==> src/rtl/player_bullet_if.sv <==
//------------------------------------------------------------------------------
// player_bullet_if: beam/frame inputs, ship and fire controls, collision pulse
// and the bullet position/render outputs of the player bullet block.
// master = the video/game side driving stimulus, slave = player_bullet.
//------------------------------------------------------------------------------
`timescale 1ns/1ps
interface player_bullet_if;
  logic       v_sync;
  logic [9:0] pix_x;
  logic [9:0] pix_y;
  logic       fire;
  logic [9:0] ship_x_pos;
  logic [3:0] scale;
  logic       hit;
  logic [9:0] bullet_x;
  logic [9:0] bullet_y;
  logic       bullet_active;
  logic       bullet_on;

  modport master (
    output v_sync, pix_x, pix_y, fire, ship_x_pos, scale, hit,
    input  bullet_x, bullet_y, bullet_active, bullet_on
  );

  modport slave (
    input  v_sync, pix_x, pix_y, fire, ship_x_pos, scale, hit,
    output bullet_x, bullet_y, bullet_active, bullet_on
  );
endinterface

==> src/rtl/player_bullet.sv <==
//------------------------------------------------------------------------------
// player_bullet: single player bullet. A synchronized fire edge spawns the
// bullet above the ship on a frame tick; it climbs SPEED pixels per frame and
// retires when it leaves the top of the screen or when the mixer reports a hit.
// Optional refire lockout: define PLAYER_BULLET_COOLDOWN_EN to add a COOLDOWN
// state that blocks respawn for COOLDOWN_FRAMES frames after each bullet.
//------------------------------------------------------------------------------
`timescale 1ns/1ps
module player_bullet #(
  parameter int SPAWN_Y         = 432,
  parameter int SPEED           = 8,
  parameter int BULLET_W        = 2,
  parameter int BULLET_H        = 8,
  parameter int COOLDOWN_FRAMES = 8
) (
  input  logic           clk,
  input  logic           rst_n,
  player_bullet_if.slave bus
);

  localparam logic [10:0] X_LIMIT   = 11'(640 - BULLET_W);
  localparam logic [9:0]  SPAWN_ROW = 10'(SPAWN_Y);
  localparam logic [9:0]  STEP      = 10'(SPEED);
  localparam logic [10:0] W_EXT     = 11'(BULLET_W);
  localparam logic [10:0] H_EXT     = 11'(BULLET_H);

  // The lockout counter is 8 bits wide; reject configurations it cannot hold.
  if ((COOLDOWN_FRAMES < 1) || (COOLDOWN_FRAMES > 255)) begin : g_bad_cooldown
    $error("player_bullet: COOLDOWN_FRAMES must be within 1..255");
  end

  typedef enum logic [1:0] {
    IDLE     = 2'd0,
`ifdef PLAYER_BULLET_COOLDOWN_EN
    COOLDOWN = 2'd2,
`endif
    FLIGHT   = 2'd1
  } state_t;

  state_t      state_r;
  state_t      next_state_s;

  logic        fire_meta_r;
  logic        fire_sync_r;
  logic        fire_prev_r;
  logic [1:0]  sync_fill_r;
  logic        fire_armed_r;
  logic        fire_req_s;

  logic        vsync_prev_r;
  logic        frame_tick_s;

  logic        fire_pending_r;
  logic        set_pending_s;
  logic        spawn_s;
  logic        advance_s;
  logic        exit_s;

  logic [9:0]  bullet_x_r;
  logic [9:0]  bullet_y_r;
  logic        bullet_active_r;

  logic [10:0] spawn_sum_s;
  logic [9:0]  spawn_x_s;
  logic [10:0] px_s;
  logic [10:0] py_s;
  logic [10:0] bx_s;
  logic [10:0] by_s;
  logic        in_x_s;
  logic        in_y_s;

`ifdef PLAYER_BULLET_COOLDOWN_EN
  logic [7:0]  cd_cnt_r;
`endif

  // Fire synchronizer plus edge detector. sync_fill_r marks when fire_sync_r
  // holds a real sample; fire_armed_r only sets once fire has been seen low,
  // so a button held through reset release cannot look like a fresh press.
  always_ff @(posedge clk or negedge rst_n) begin
    if (!rst_n) begin
      fire_meta_r  <= 1'b0;
      fire_sync_r  <= 1'b0;
      fire_prev_r  <= 1'b0;
      sync_fill_r  <= 2'b00;
      fire_armed_r <= 1'b0;
    end else begin
      fire_meta_r  <= bus.fire;
      fire_sync_r  <= fire_meta_r;
      fire_prev_r  <= fire_sync_r;
      sync_fill_r  <= {sync_fill_r[0], 1'b1};
      fire_armed_r <= fire_armed_r | (sync_fill_r[1] & ~fire_sync_r);
    end
  end

  assign fire_req_s = fire_sync_r & ~fire_prev_r & fire_armed_r;

  // Previous v_sync level for the frame tick rising-edge compare.
  always_ff @(posedge clk or negedge rst_n) begin
    if (!rst_n) begin
      vsync_prev_r <= 1'b0;
    end else begin
      vsync_prev_r <= bus.v_sync;
    end
  end

  assign frame_tick_s = bus.v_sync & ~vsync_prev_r;

  // Spawn column: centre offset above the ship, clamped to the last column
  // where the whole bullet is still on screen.
  assign spawn_sum_s = {1'b0, bus.ship_x_pos} + ({7'd0, bus.scale} * 11'd6);
  assign spawn_x_s   = (spawn_sum_s > X_LIMIT) ? X_LIMIT[9:0] : spawn_sum_s[9:0];

  // Next-state and datapath control; a hit outranks a same-cycle frame tick.
  always_comb begin
    next_state_s  = state_r;
    spawn_s       = 1'b0;
    advance_s     = 1'b0;
    exit_s        = 1'b0;
    set_pending_s = 1'b0;
    case (state_r)
      IDLE: begin
        if (frame_tick_s && (fire_pending_r || fire_req_s)) begin
          spawn_s      = 1'b1;
          next_state_s = FLIGHT;
        end else begin
          set_pending_s = fire_req_s;
        end
      end
      FLIGHT: begin
        if (bus.hit) begin
          exit_s = 1'b1;
        end else if (frame_tick_s) begin
          if (bullet_y_r < STEP) begin
            exit_s = 1'b1;
          end else begin
            advance_s = 1'b1;
          end
        end else begin
          exit_s = 1'b0;
        end
        if (exit_s) begin
`ifdef PLAYER_BULLET_COOLDOWN_EN
          next_state_s = COOLDOWN;
`else
          next_state_s = IDLE;
`endif
        end else begin
          next_state_s = FLIGHT;
        end
      end
`ifdef PLAYER_BULLET_COOLDOWN_EN
      COOLDOWN: begin
        set_pending_s = fire_req_s;
        if (frame_tick_s && (cd_cnt_r <= 8'd1)) begin
          next_state_s = IDLE;
        end else begin
          next_state_s = COOLDOWN;
        end
      end
`endif
      default: begin
        next_state_s = IDLE;
      end
    endcase
  end

  // State register and registered active flag (tracks the FLIGHT state).
  always_ff @(posedge clk or negedge rst_n) begin
    if (!rst_n) begin
      state_r         <= IDLE;
      bullet_active_r <= 1'b0;
    end else begin
      state_r         <= next_state_s;
      bullet_active_r <= (next_state_s == FLIGHT);
    end
  end

  // Bullet position: load on spawn, climb on frame ticks, otherwise hold.
  always_ff @(posedge clk or negedge rst_n) begin
    if (!rst_n) begin
      bullet_x_r <= 10'd0;
      bullet_y_r <= 10'd0;
    end else if (spawn_s) begin
      bullet_x_r <= spawn_x_s;
      bullet_y_r <= SPAWN_ROW;
    end else if (advance_s) begin
      bullet_y_r <= bullet_y_r - STEP;
    end else begin
      bullet_x_r <= bullet_x_r;
      bullet_y_r <= bullet_y_r;
    end
  end

  // Latched fire request waiting for the next frame tick; consumed by spawn.
  always_ff @(posedge clk or negedge rst_n) begin
    if (!rst_n) begin
      fire_pending_r <= 1'b0;
    end else if (spawn_s) begin
      fire_pending_r <= 1'b0;
    end else if (set_pending_s) begin
      fire_pending_r <= 1'b1;
    end else begin
      fire_pending_r <= fire_pending_r;
    end
  end

`ifdef PLAYER_BULLET_COOLDOWN_EN
  // Refire lockout frame counter: loaded when the bullet retires, counted
  // down on each frame tick while cooling down.
  always_ff @(posedge clk or negedge rst_n) begin
    if (!rst_n) begin
      cd_cnt_r <= 8'd0;
    end else if (exit_s) begin
      cd_cnt_r <= 8'(COOLDOWN_FRAMES);
    end else if ((state_r == COOLDOWN) && frame_tick_s && (cd_cnt_r != 8'd0)) begin
      cd_cnt_r <= cd_cnt_r - 8'd1;
    end else begin
      cd_cnt_r <= cd_cnt_r;
    end
  end
`endif

  // Pixel hit test widened to 11 bits so bullet_x + BULLET_W cannot wrap.
  assign px_s   = {1'b0, bus.pix_x};
  assign py_s   = {1'b0, bus.pix_y};
  assign bx_s   = {1'b0, bullet_x_r};
  assign by_s   = {1'b0, bullet_y_r};
  assign in_x_s = (px_s >= bx_s) && (px_s < (bx_s + W_EXT));
  assign in_y_s = (py_s >= by_s) && (py_s < (by_s + H_EXT));

  assign bus.bullet_x      = bullet_x_r;
  assign bus.bullet_y      = bullet_y_r;
  assign bus.bullet_active = bullet_active_r;
  assign bus.bullet_on     = bullet_active_r & in_x_s & in_y_s;

endmodule

==> src/flat_wrapper.sv <==
// flat-port wrapper written by rule: the top's interface ports become plain ports
module player_bullet_flat 
#(
  parameter int SPAWN_Y         = 432,
  parameter int SPEED           = 8,
  parameter int BULLET_W        = 2,
  parameter int BULLET_H        = 8,
  parameter int COOLDOWN_FRAMES = 8
)
  (clk, rst_n, bus_v_sync, bus_pix_x, bus_pix_y, bus_fire, bus_ship_x_pos, bus_scale, bus_hit, bus_bullet_x, bus_bullet_y, bus_bullet_active, bus_bullet_on);
  player_bullet_if bus_i ();
  input  logic clk;
  input  logic rst_n;
  input wire logic [$bits(bus_i.v_sync)-1:0] bus_v_sync;
  input wire logic [$bits(bus_i.pix_x)-1:0] bus_pix_x;
  input wire logic [$bits(bus_i.pix_y)-1:0] bus_pix_y;
  input wire logic [$bits(bus_i.fire)-1:0] bus_fire;
  input wire logic [$bits(bus_i.ship_x_pos)-1:0] bus_ship_x_pos;
  input wire logic [$bits(bus_i.scale)-1:0] bus_scale;
  input wire logic [$bits(bus_i.hit)-1:0] bus_hit;
  output wire logic [$bits(bus_i.bullet_x)-1:0] bus_bullet_x;
  output wire logic [$bits(bus_i.bullet_y)-1:0] bus_bullet_y;
  output wire logic [$bits(bus_i.bullet_active)-1:0] bus_bullet_active;
  output wire logic [$bits(bus_i.bullet_on)-1:0] bus_bullet_on;
  assign bus_i.v_sync = bus_v_sync;
  assign bus_i.pix_x = bus_pix_x;
  assign bus_i.pix_y = bus_pix_y;
  assign bus_i.fire = bus_fire;
  assign bus_i.ship_x_pos = bus_ship_x_pos;
  assign bus_i.scale = bus_scale;
  assign bus_i.hit = bus_hit;
  assign bus_bullet_x = bus_i.bullet_x;
  assign bus_bullet_y = bus_i.bullet_y;
  assign bus_bullet_active = bus_i.bullet_active;
  assign bus_bullet_on = bus_i.bullet_on;
  player_bullet #(.SPAWN_Y(SPAWN_Y), .SPEED(SPEED), .BULLET_W(BULLET_W), .BULLET_H(BULLET_H), .COOLDOWN_FRAMES(COOLDOWN_FRAMES)) u_core (.clk(clk), .rst_n(rst_n), .bus(bus_i));
endmodule
==> config.mk <==
export PLATFORM = sky130hd
export DESIGN_NAME = player_bullet_flat
export DESIGN_NICKNAME = d
export VERILOG_FILES = /design/src/rtl/player_bullet_if.sv /design/src/rtl/player_bullet.sv /design/src/flat_wrapper.sv
export SDC_FILE = /design/constraint.sdc
export NUM_CORES = 1
export LEC_CHECK = 0
export CORE_MARGIN = 4
export CORE_UTILIZATION = 50
export DETAILED_ROUTE_END_ITERATION = 16
export GPL_ROUTABILITY_DRIVEN = 0
export GPL_TIMING_DRIVEN = 0
export PLACE_DENSITY = 0.88
export SYNTH_ARGS = -nofsm -noshare
export SYNTH_HDL_FRONTEND = slang
export SYNTH_SLANG_ARGS = --single-unit
==> constraint.sdc <==
create_clock -name clk -period 3.19 [get_ports clk]
set_clock_uncertainty 0.2 [all_clocks]
set_input_delay 0.319 -clock clk [delete_from_list [all_inputs] [get_ports clk]]
set_output_delay 0.319 -clock clk [all_outputs]
set_load 0.02 [all_outputs]
==> impl_metrics.toml, run 1 <==
[global_route]
grt_usage_pct = 19.24
grt_util_met2_pct = 34.93
grt_max_degree = 29
use_met3_pct = 1.996
grt-ovfl-total = 0
grtUsageMet1_pct = 24.20
grt_pass1_wl_um = 10250
grt_pass1_vias = 2417
antenna_found_initial = 0
grt_busiest_layer = "met2"

[worst_setup_path]
path_max_fanout = 5
cp-end-kind = "output port"
worstPathArrival_ns = 2.47
critPathRequiredTime_ns = 2.67
worstSetupPathType = "flop to output port"
critPathLaunchType = "flop"

[layout]
design_area_mm2 = 0.003555
final_common_cell = "clkdlybuf4s50_1"
final_cell_mix = "48 x clkdlybuf4s50_1, 44 x ha_1, 24 x dfrtp_1, 22 x inv_1"
drive_gt1_share_pct = 16.16
antenna_cells = 0
finalCoreUtilization_pct = 69.60
layout.nets = 448
area_delta_synth_final_pct = 34.33

[yosys]
syn_area_mm2 = 0.002646
ys_seq_area_share_pct = 26.48
synth.distinct_cells = 55
synth_top_cell_by_area = "dfrtp_1"
postSynthAreaPerCell_um2 = 9.318
synth_edf_count = 0
ys_top_cells_by_area = "dfrtp_1 26%, ha_1 22%, xnor2_1 6.6%"
synthFlopType = "dfrtp_1"
async_reset_ff_share_pct = 100.0
synth_top_area_share_pct = 26.48
synthCells = 284
synth-seq-cells = 28
yosysWarnings = 0

[power]
p_leak_nw = 1.592
irDropWorstVdd_uv = 341.0
powerDensity_mw_per_mm2 = 545.8
p_total_w = 0.001940

[sta]
finalSetupTns_ns = 0
tightestPinTransition_ns = 0.6179
relSlewSlack_pct = 58.81
drv_slew = 0
rsz0062_at_grt = "false"
hold_violations = 0
fmax_mhz = 334.5
min_period_ns = 2.990
fin_crit_sh_pct = 93.72
setup_viol_count_final = 0

[outcome]
status = "completed"

[routing]
routed-via-count = 2410
routedWlPerCell_um = 14.67
drc = 0
ant_nets = 0
drtIter0Drc = 108
dr.pass1.iters = 4
drt_wl_total_um = 6295
via_per_inst = 5.618

[clock_tree]
clk_pin_slew_ns = 0.10
cts_tree = "built"
cts_sinks = 28
clk_latency_ns = 0.27
cts_root_buffer = "clkbuf_8"
cts_inserted_buffers = 3
htree_num_levels = 1
clockBufferDepth = 2

[job]
maxCapViolations = 0

[floorplan]
core_mm2 = 0.005107
num_io_pins = 61
die_h_um = 80.75
die_width_um = 80.75
dieArea_mm2 = 0.006521
floorplan.initialDensity_pct = 51.81
rows = 26

[place]
io_buffers = 54
place_area_mm2 = 0.003286
dp_hpwl_um = 4652

[worst_hold_path]
hp-class = "flop to flop"
[area by class of cell]
cell class / instances / area [um^2]
fillers: 396 / 1553
clock inverters: 1 / 30.03
well taps: 70 / 87.58
repair buffers: 68 / 633.1
plain buffers: 5 / 31.28
multi-input cells: 232 / 1943
inverters: 22 / 82.58
clock buffers: 3 / 41.29
flip-flops and latches: 28 / 705.7
[power by group]
group	internal (W)	switching [W]	total, W
registers	0.000424	0.0000834	0.000508
clock network	0.000168	0.000109	0.000277
logic	0.000561	0.000594	0.00116
[registers in the layout, summed over array words and instances (netlist names)]
signal,flops
u_core.bus.bullet_x,10
u_core.fire_meta_r,1
u_core.bus.bullet_active,1
u_core.bus.bullet_y,7
u_core.fire_sync_r,1
u_core.fire_armed_r,1
u_core.vsync_prev_r,1
u_core.fire_pending_r,1
u_core.state_r,2
u_core.fire_prev_r,1
u_core.sync_fill_r,2
[path summary, 6_finish.rpt]
check | end | start | slack [ns] | cells past startpoint
setup / recovery | bus_bullet_on | u_core.bus.bullet_y[3] | 0.20 | 9
hold / removal | u_core.fire_sync_r | u_core.fire_meta_r | 0.16 | 0
setup reg to reg | u_core.bus.bullet_x[2] | u_core.state_r[1] | 0.95 | 6
hold reg to reg | u_core.fire_sync_r | u_core.fire_meta_r | 0.16 | 0
max in group asynchronous | u_core.bus.bullet_x[1] | rst_n | 1.95 | 2
min in group asynchronous | u_core.fire_meta_r | rst_n | 0.39 | 2
[Yosys cell counts, types with 2 or more instances]
cell	instances
a2111oi_4	2
a211oi_1	5
a211oi_2	2
a21o_1	3
a21oi_1	12
a22oi_1	4
a31o_2	2
and4_1	2
and4b_1	2
buf_4	3
conb_1	2
dfrtp_1	28
fa_1	2
ha_1	47
inv_1	22
nand2_1	15
nand2b_1	5
nand3_1	10
nand3_2	2
nand4_1	2
nor2_1	19
nor2b_1	2
nor3_1	9
nor3b_1	2
nor4_1	3
o2111ai_1	2
o211a_1	2
o211ai_1	3
o21ai_0	18
o22a_1	2
or3_1	3
or4_1	2
xnor2_1	20
xor2_1	4
[what timing repair did]
item                                   4_1_cts  5_1_grt
cloned                                       0        0
setup endpoints to repair                    7        7
setup buffers                                8        5
resized for setup                           18       17
endpoints found under the hold margin        0       28
pin swaps                                    4       11
hold buffers                                 0        1
[kinds of logic after synthesis]
| family | share of synthesized area, % |
|---|---|
| other | 0.2838 |
| AND/OR/NAND/NOR | 18.30 |
| flip-flops | 26.48 |
| buffers and inverters | 4.302 |
| adder cells (fa/ha/maj) | 23.74 |
| XOR/XNOR | 7.943 |
| AO/OA/AOI/OAI | 18.96 |
[layer usage]
| layer | wire (um) | share of wire, % |
|---|---|---|
| met1 | 2646 | 42 |
| met2 | 3282 | 52 |
| met3 | 286 | 4.5 |
| met4 | 80 | 1.3 |
| met5 | 0 | 0 |
[critical path, cell delays in order (launching register included)]
cell and delay [ns]:
dfrtp_2 0.45, ha_1 0.24, nand3_1 0.12, xnor2_1 0.13, ha_1 0.27, a21o_1 0.17, a211oi_2 0.22, a21oi_1 0.10
nor4_1 0.28, buf_2 0.22
[stage by stage]
stage | setup slack, ns | std cells | hold slack (ns)
floorplan | 0.09726 | 287 | -0.1766
global placement | -0.4225 | 411 | 0.1316
detailed placement | -0.4714 | 411 | 0.1387
CTS | 0.01335 | 423 | 0.1614
global route | 0.02698 | 429 | 0.1791
finish | 0.2002 | 429 | 0.1588
Note: power is estimated with default switching activity, not from simulation.
==> run 2: changes to the inputs <==
--- a/config.mk
+++ b/config.mk
@@ -7,6 +7,7 @@
 export LEC_CHECK = 0
 export CORE_MARGIN = 4
 export CORE_UTILIZATION = 50
+export CTS_CLUSTER_SIZE = 20
 export DETAILED_ROUTE_END_ITERATION = 16
 export GPL_ROUTABILITY_DRIVEN = 0
 export GPL_TIMING_DRIVEN = 0
==> constraint.sdc (replaced) <==
create_clock -name clk -period 3.85 [get_ports clk]
set_clock_uncertainty 0.2 [all_clocks]
set_input_delay 0.385 -clock clk [delete_from_list [all_inputs] [get_ports clk]]
set_output_delay 0.385 -clock clk [all_outputs]
set_load 0.02 [all_outputs]
==> run 2 against run 1 <==
Compared with the run above:
- core utilization shrank 3.7 points
- highest routed layer unchanged
- sequential power is 16% lower
- count of clock-buffer cells in the layout stayed put
- total power is 22% lower
- critical path type is now input pin to flop
- register-to-register slack gained 0.69 ns
- clock power is 18% lower
==> impl_metrics.toml, run 2 (synthesis results as in run 1) <==
[clock_tree]
cts_setup_buffers = 0
cts_tree = "built"
clk_pin_slew_ns = 0.09
cts_inserted_buffers = 3
clockBufferDepth = 2
htree_num_levels = 1
cts_sinks = 28
clk_latency_ns = 0.27
cts_root_buffer = "clkbuf_8"

[power]
powerDensity_mw_per_mm2 = 447.0
p_leak_nw = 1.511
p_total_w = 0.001505
irDropWorstVdd_uv = 275.7

[routing]
drt_wl_total_um = 5530
routedWlPerCell_um = 13.29
routed-via-count = 2287
drtIter0Drc = 82
dr.pass1.iters = 4
via_per_inst = 5.498
drc = 0
ant_nets = 0

[worst_setup_path]
cp_cell_sequence = "clkdlybuf4s50_1 -> ha_1 -> fa_1 -> a21o_1 -> ha_1 -> nor3b_1 -> a2111oi_4 -> nand3_2 -> or2_2 -> o41a_1 -> o22a_1"
cpMostUsedCell = "ha_1"
cp-end-kind = "flop"
rr_worst_depth = 6
crit_family = "adder cells"
critPathLaunchType = "input pin"
critPathRequiredTime_ns = 3.81
worstSetupPathType = "input pin to flop"
worstPathArrival_ns = 3.40
slowest_stage = "clkdlybuf4s50_1"
critPathBufInv = 1
rrSetupSlack_ns = 1.64
cp_num_cells = 11
path_max_fanout = 6
max_stage_delay_ns = 0.47

[worst_hold_path]
holdPathStages = 0
hp-class = "flop to flop"

[place]
dp_hpwl_um = 4652
place_ws_ns = 0.1226
io_buffers = 54

[sta]
whs_ns = 0.1580
rsz0062_at_grt = "false"
fmax_mhz = 290.9
fin_crit_sh_pct = 89.29
finalSetupTns_ns = 0
relSlewSlack_pct = 59.46
min_period_ns = 3.438
hold_violations = 0
fin_ws_ns = 0.4124
tightestPinTransition_ns = 0.6081
drv_slew = 0
setup_viol_count_final = 0

[floorplan]
die_width_um = 80.75
die_h_um = 80.75
rows = 26
dieArea_mm2 = 0.006521
num_io_pins = 61
core_mm2 = 0.005107
floorplan.initialDensity_pct = 51.81

[layout]
multi_input_area_mm2 = 0.001843
layout.nets = 435
drive_gt1_share_pct = 7.514
final_cell_mix = "52 x clkdlybuf4s50_1, 47 x ha_1, 27 x dfrtp_1, 22 x inv_1, 20 x xnor2_1"
antenna_cells = 0
largest_reg_flops = 10
fill_cells = 430
area_delta_synth_final_pct = 27.19
final_common_cell = "clkdlybuf4s50_1"
regArea_um2 = 701.9

[global_route]
grt_max_degree = 29
grt_pass1_wl_um = 9818
grt_usage_pct = 18.24
antenna_found_initial = 0
grt-ovfl-total = 0
grt_pass1_vias = 2349

[outcome]
status = "completed"

[job]
maxCapViolations = 0
## run 2: path summary, 6_finish.rpt
path | startpoint | end
min | u_core.fire_meta_r | u_core.fire_sync_r
min reg2reg | u_core.fire_meta_r | u_core.fire_sync_r
max | bus_scale[1] | u_core.bus.bullet_x[2]
min in group asynchronous | rst_n | u_core.fire_meta_r
max reg2reg | u_core.bus.bullet_y[6] | u_core.bus.bullet_y[9]
max in group asynchronous | rst_n | u_core.bus.bullet_y[3]
## run 2: worst register-to-register path, stage by stage (launching register included)
cell	delay (ns)
dfrtp_1	0.52
nor4_2	0.13
a2111oi_4	0.55
nand3_2	0.17
nor4_1	0.29
xnor2_1	0.17
nor2_1	0.06
## run 2: timing repair
item / in CTS / in global routing
endpoints found under the hold margin: 0 / 28
hold buffers: 0 / 1
endpoints found under the setup margin: 0 / 1
resized for setup: 0 / 2
## run 2: per-layer routing
| metal | track usage, % | up-vias | wire length [um] |
|---|---|---|---|
| met4 | 4.223 | 0 | 59 |
| met2 | 33.61 | 54 | 2765 |
| met3 | 1.552 | 6 | 249 |
| li1 | - | 1150 | - |
| met5 | 0 | - | 0 |
| met1 | 23.09 | 1077 | 2457 |
## run 2: report_power, final
group / switching (W) / internal (W)
registers: 0.0000788 / 0.000349
logic: 0.000438 / 0.000412
clock network: 0.0000867 / 0.000139
## run 2: per-stage QoR
stage	std cells	util [%]	area, um^2
3_5_place_dp	411	64.33	3286
2_1_floorplan	287	-	2658
3_3_place_gp	411	64.33	3286
5_1_grt	416	65.90	3366
6_report	416	65.90	3366
4_1_cts	415	65.73	3357
## run 2: layout make-up
class | instances | area share, %
Inverter | 22 | 2.454
Clock buffer | 3 | 1.227
Multi-Input combinational cell | 232 | 54.76
Timing Repair Buffer | 55 | 16.28
Sequential cell | 28 | 20.86
Buffer | 5 | 0.9294
Clock inverter | 1 | 0.8922
Tap cell | 70 | 2.602
